==> config.mk <==
export PLATFORM = sky130hd
export DESIGN_NAME = bcd_updown_counter
export DESIGN_NICKNAME = d
export VERILOG_FILES = /design/src/rtl/bcd_pkg.sv /design/src/rtl/bcd_digit_cell.sv /design/src/rtl/bcd_updown_counter.sv
export SDC_FILE = /design/constraint.sdc
export NUM_CORES = 1
export LEC_CHECK = 0
export BUFFER_PORTS_ARGS = -buffer_cell sky130_fd_sc_hd__buf_4
export CAP_MARGIN = 40
export CORE_MARGIN = 4
export CORE_UTILIZATION = 56
export CTS_BUF_LIST = sky130_fd_sc_hd__clkbuf_16
export DETAILED_ROUTE_END_ITERATION = 16
export GPL_TIMING_DRIVEN = 0
export PLACE_DENSITY = 0.8
export SKIP_CTS_REPAIR_TIMING = 1
export SYNTH_ARGS = -nofsm -noshare
export SYNTH_HDL_FRONTEND = slang
export SYNTH_HIERARCHICAL = 1
export SYNTH_SLANG_ARGS = --single-unit
==> constraint.sdc <==
create_clock -name clk -period 3.4 [get_ports clk]
set_input_delay 0.68 -clock clk [delete_from_list [all_inputs] [get_ports clk]]
set_output_delay 0.68 -clock clk [all_outputs]
set_load 0.1 [all_outputs]
==> src/rtl/bcd_pkg.sv <==
// Shared BCD digit constants and helpers for the up/down counter.
// Multi-digit helpers take 64-bit packed-BCD operands, so counters are limited to 16 digits.
package bcd_pkg;

    localparam logic [3:0] BCD_MAX = 4'd9;
    localparam logic [3:0] BCD_MIN = 4'd0;
    localparam int BCD_MAX_DIGITS = 16;

    function automatic logic [3:0] bcd_clamp(input logic [3:0] digit);
        return (digit > BCD_MAX) ? BCD_MAX : digit;
    endfunction

    // a >= b over the low 'digits' digits; the most significant differing digit decides
    function automatic logic bcd_ge(input logic [63:0] a, input logic [63:0] b, input int digits);
        logic res;
        logic done;
        res  = 1'b1;
        done = 1'b0;
        for (int i = BCD_MAX_DIGITS - 1; i >= 0; i--) begin
            if (i < digits && !done && a[4*i +: 4] != b[4*i +: 4]) begin
                res  = a[4*i +: 4] > b[4*i +: 4];
                done = 1'b1;
            end
        end
        return res;
    endfunction

endpackage

==> src/rtl/bcd_digit_cell.sv <==
// One BCD digit of the increment/decrement ripple chain; purely combinational.
// step_out is a carry (9->0, up) or a borrow (0->9, down) into the next digit.
module bcd_digit_cell
    import bcd_pkg::*;
(
    input  logic [3:0] digit,
    input  logic       up,
    input  logic       step_in,
    output logic [3:0] digit_nxt,
    output logic       step_out
);

    always_comb begin
        digit_nxt = digit;
        step_out  = 1'b0;
        if (step_in) begin
            if (up) begin
                if (digit >= BCD_MAX) begin
                    digit_nxt = BCD_MIN;
                    step_out  = 1'b1;
                end else begin
                    digit_nxt = digit + 4'd1;
                end
            end else begin
                if (digit == BCD_MIN) begin
                    digit_nxt = BCD_MAX;
                    step_out  = 1'b1;
                end else begin
                    digit_nxt = digit - 4'd1;
                end
            end
        end
    end

endmodule

==> src/rtl/bcd_updown_counter.sv <==
// N-digit BCD up/down counter with load, programmable max and wrap/saturate ends.
// count/tc are registered one clock after the qualifying input; no backpressure.
module bcd_updown_counter
    import bcd_pkg::*;
#(
    parameter int                    DIGITS  = 2,
    parameter logic [4*DIGITS-1:0]   RST_VAL = {DIGITS{4'h9}},
    parameter bit                    WRAP    = 1'b1
) (
    input  logic                  clk,
    input  logic                  reset,
    input  logic                  en,
    input  logic                  up,
    input  logic                  load,
    input  logic [4*DIGITS-1:0]   load_val,
    input  logic [4*DIGITS-1:0]   max_val,
    output logic [4*DIGITS-1:0]   count,
    output logic                  tc,
    output logic                  bcd_err
);

    localparam int W = 4 * DIGITS;

    logic [W-1:0]    max_c;
    logic [W-1:0]    ld_c;
    logic [W-1:0]    step_val;
    logic [W-1:0]    count_nxt;
    logic [DIGITS:0] step;
    logic            ld_bad;
    logic            ld_over;
    logic            term;
    logic            tc_nxt;
    logic            err_nxt;

    always_comb begin
        max_c  = '0;
        ld_c   = '0;
        ld_bad = 1'b0;
        for (int k = 0; k < DIGITS; k++) begin
            max_c[4*k +: 4] = bcd_clamp(max_val[4*k +: 4]);
            ld_c[4*k +: 4]  = bcd_clamp(load_val[4*k +: 4]);
            if (load_val[4*k +: 4] > BCD_MAX) begin
                ld_bad = 1'b1;
            end
        end
    end

    assign step[0] = 1'b1;

    for (genvar k = 0; k < DIGITS; k++) begin : g_digit
        bcd_digit_cell u_cell (
            .digit     (count[4*k +: 4]),
            .up        (up),
            .step_in   (step[k]),
            .digit_nxt (step_val[4*k +: 4]),
            .step_out  (step[k+1])
        );
    end

    // A borrow out of the top digit happens exactly when count is all zeros.
    assign term    = up ? bcd_ge(64'(count), 64'(max_c), DIGITS) : step[DIGITS];
    assign ld_over = !bcd_ge(64'(max_c), 64'(ld_c), DIGITS);

    always_comb begin
        count_nxt = count;
        tc_nxt    = 1'b0;
        err_nxt   = bcd_err;
        if (load) begin
            if (ld_over) begin
                count_nxt = max_c;
                err_nxt   = 1'b1;
            end else begin
                count_nxt = ld_c;
                err_nxt   = bcd_err | ld_bad;
            end
        end else if (en) begin
            if (term) begin
                tc_nxt = 1'b1;
                if (up) begin
                    count_nxt = WRAP ? '0 : max_c;
                end else begin
                    count_nxt = WRAP ? max_c : '0;
                end
            end else begin
                count_nxt = step_val;
            end
        end
    end

    always_ff @(posedge clk) begin
        if (reset) begin
            count   <= RST_VAL;
            tc      <= 1'b0;
            bcd_err <= 1'b0;
        end else begin
            count   <= count_nxt;
            tc      <= tc_nxt;
            bcd_err <= err_nxt;
        end
    end

endmodule

==> impl_results.rst <==
.. list-table::
   :header-rows: 1

   * - Metric
     - Value
   * - FMAX
     - 344 MHz
   * - Clock latency at the later pin of the worst-skew pair
     - 240 ps
   * - Setup slack on the worst flop-to-flop path
     - 500 ps
   * - Worst Setup SP
     - count[1]$_SDFFE_PP0P_
   * - CTS H-Tree Depth
     - 1
   * - Maximum number of pins on one net before global-route repair
     - 17
   * - Library cell with the largest summed area after synthesis
     - ha_1
   * - Count of endpoints failing setup in the final report
     - 0
   * - Fraction of layout cells with a size suffix above 1
     - 22.6%
   * - Most frequent cell after synthesis
     - inv_1
   * - Required time of the critical path
     - 3560 ps
   * - Post-Synthesis Net Count
     - 264
   * - Number of maximum-capacitance violations
     - 0
   * - Detail Placement HPWL
     - 3120 microns
   * - Fraction of synthesized cell area taken by the top area cell type
     - 18.3%
   * - Final Hold Viols
     - 0
   * - Total clock sinks
     - 10
   * - Global-route wire length before repair
     - 6760 microns
   * - Core area
     - 0.00278 sq mm
   * - Commonest cells in the synthesized netlist
     - inv_1 (25), ha_1 (24), o21ai_0 (24), nand2_1 (20), nor2_1 (17)
   * - Sequential-to-total area share from yosys stat
     - 12.2%
   * - Placement Setup Slack
     - 520 ps
   * - YS warnings
     - 6
   * - Layout net count
     - 298
   * - Final antenna-violating net count
     - 0
   * - PD cells
     - 340 mW/mm^2
   * - Clk slew on worst S/H paths
     - 40 ps
   * - Most used DFF post-synth
     - dfxtp_1
   * - DRC
     - 0
   * - Max Root-Sink Buffers
     - 2
   * - Largest clock skew in the final design
     - 1.48 ps
   * - Number of buffer cells added on primary ports
     - 29
   * - Number of buffers created by CTS
     - 3
   * - Row count
     - 19
   * - Routed WL
     - 3990 microns
   * - Max rail drop VDD
     - 0.000284 V
   * - Post-route worst setup slack
     - 497 ps
   * - RSZ-0062 raised after global routing
     - no
   * - Startpoint of the lowest-slack hold path
     - bcd_err$_SDFFE_PP0P_
   * - Worst-margin pin slew
     - 679 ps
   * - Most area-consuming cells after synthesis
     - ha_1 (18%), dfxtp_1 (12%), o21ai_0 (7.3%)
   * - Start of the worst register-to-register path
     - count[1]$_SDFFE_PP0P_
   * - Crit end category
     - flip-flop
   * - Smallest hold slack
     - 454 ps
   * - Headroom to the max-slew limit
     - 54.5%
   * - Final period demand of the worst path
     - 2900 ps
   * - Path type of the worst setup path
     - flip-flop to flip-flop
   * - Placement Cell Area
     - 0.00190 sq mm
   * - Largest fanout on the critical path
     - 10
   * - Count of routing violations after the opening detailed-route iteration
     - 133
   * - Antenna diode count
     - 0
   * - Clock tree from TritonCTS
     - done
   * - Share of synthesized flip-flops with an asynchronous set or reset
     - 0%
   * - Final GP Congestion
     - 0.908
   * - Overall die height
     - 62.1 microns
   * - Post-Syn Area per Cell
     - 7.48 sq um
   * - Detailed-route vias per instance
     - 5.88
   * - Vias after detailed routing
     - 1,664
   * - Die Footprint
     - 0.00386 sq mm
   * - Grt total ovfl
     - 0
   * - Number of ports placed on the die boundary
     - 31
   * - Share of the cycle needed by the critical path after routing
     - 85.4%
   * - Initial cell density of the core
     - 58.9%
   * - Run status
     - finished clean
   * - Signal arrival time at the worst endpoint
     - 3060 ps
   * - Leak Pwr
     - 0.888 nW
   * - Hold crit path type
     - flip-flop to flip-flop
   * - Element type at the critical path start
     - flip-flop
   * - Instance count of the mapped netlist
     - 219
   * - Post-synthesis cell area
     - 0.00164 sq mm
   * - Overall Global Routing Usage
     - 20.4%
   * - Number of global-route vias before repair
     - 1,541
   * - Pre-antenna DRT Iters
     - 4
   * - Number of antenna violations at the first check in global routing
     - 0
   * - Layout overhead on the synthesized area
     - 20.5%
   * - Summed negative setup slack over all endpoints
     - 0 ps
   * - Average wire per standard cell
     - 14.1 microns
   * - Final instance area
     - 0.00197 sq mm
   * - Flop and latch count out of synthesis
     - 10
   * - Post-synth cell types
     - 41
   * - Max Transition Viols Final
     - 0
   * - Die X-Extent
     - 62.1 microns
   * - Number of synthesized flops with an enable pin
     - 0
   * - Root Buffer Master
     - clkbuf_16
## flip-flops by register name (all words and copies together) (netlist names)
signal   flops
count        8
tc           1
bcd_err      1
## layout make-up
class	instances	area, sq um
multi-input combinational	173	1270
timing repair buffer	29	218
clock buffer	3	75.1
fill	243	807
inverter	25	93.8
sequential	10	200
tap	31	38.8
buffer	11	73.8
clock inverter	1	3.75
## kinds of logic (layout without fill, tap and decap cells)
logic type,after synthesis,count (layout),share of synthesized area (%)
and+or+nand+nor,73,73,23.8
AOI/OAI and AO/OA,65,65,28.5
buffers and inverters,36,69,10.2
adders and majority gates,24,24,18.3
muxes,10,10,6.64
DFF,10,10,12.2
other,1,1,0.229
## critical path: stages, from the launching register on
cell      delay [ps]
dfxtp_1          470
inv_1            150
ha_1             200
or3b_4           400
a21boi_2         220
nor2_1            70
buf_2            170
o21ai_0           90
nor2_1            80
nand2_1          190
clkbuf_1         360
nand2_1          100
o21ai_0           90
nand4_1          110
o211ai_1         120
## placed cells by master (no fill, tap or decap), types with 3 or more instances in the layout
cell and count:
nand2b_1 6, dfxtp_1 10, ha_1 24, buf_6 4, nand2_1 20, mux2_2 3
o21ai_0 24, a2111oi_0 4, a31o_2 4, nand3_1 4, nor2_1 17, inv_1 25
a21oi_1 8, clkbuf_1 5, clkbuf_16 3, nand4_1 9, mux2i_1 6, o211ai_1 4
buf_4 29, a32oi_1 4
## through the flow
step                      cells  utilization [%]  power, mW
after floorplan             219                -      0.382
after global placement      279             68.2      0.454
after detailed placement    279             68.2      0.458
after CTS                   283             71.0      0.668
after global routing        283             71.0      0.712
final                       283             71.0      0.671
## worst paths after layout
kind / to / cells after the start
max reg2reg: count[1]$_SDFFE_PP0P_ / 14
max: count[1]$_SDFFE_PP0P_ / 14
min reg2reg: bcd_err$_SDFFE_PP0P_ / 2
min: bcd_err$_SDFFE_PP0P_ / 2
## routing by layer
layer / global-route usage (%) / share of wire [%]
met1: 27.2 / 45
met2: 33.5 / 48
met3: 2.70 / 5.8
met4: 6.50 / 1.4
met5: 0 / 0
## report_power, final
group          total, mW  switching, mW  internal (mW)
Clock              0.212         0.0576          0.154
Combinational      0.315          0.195          0.120
Sequential         0.144         0.0164          0.128
Total              0.671          0.269          0.402
Note: power is estimated with default switching activity, not from simulation.
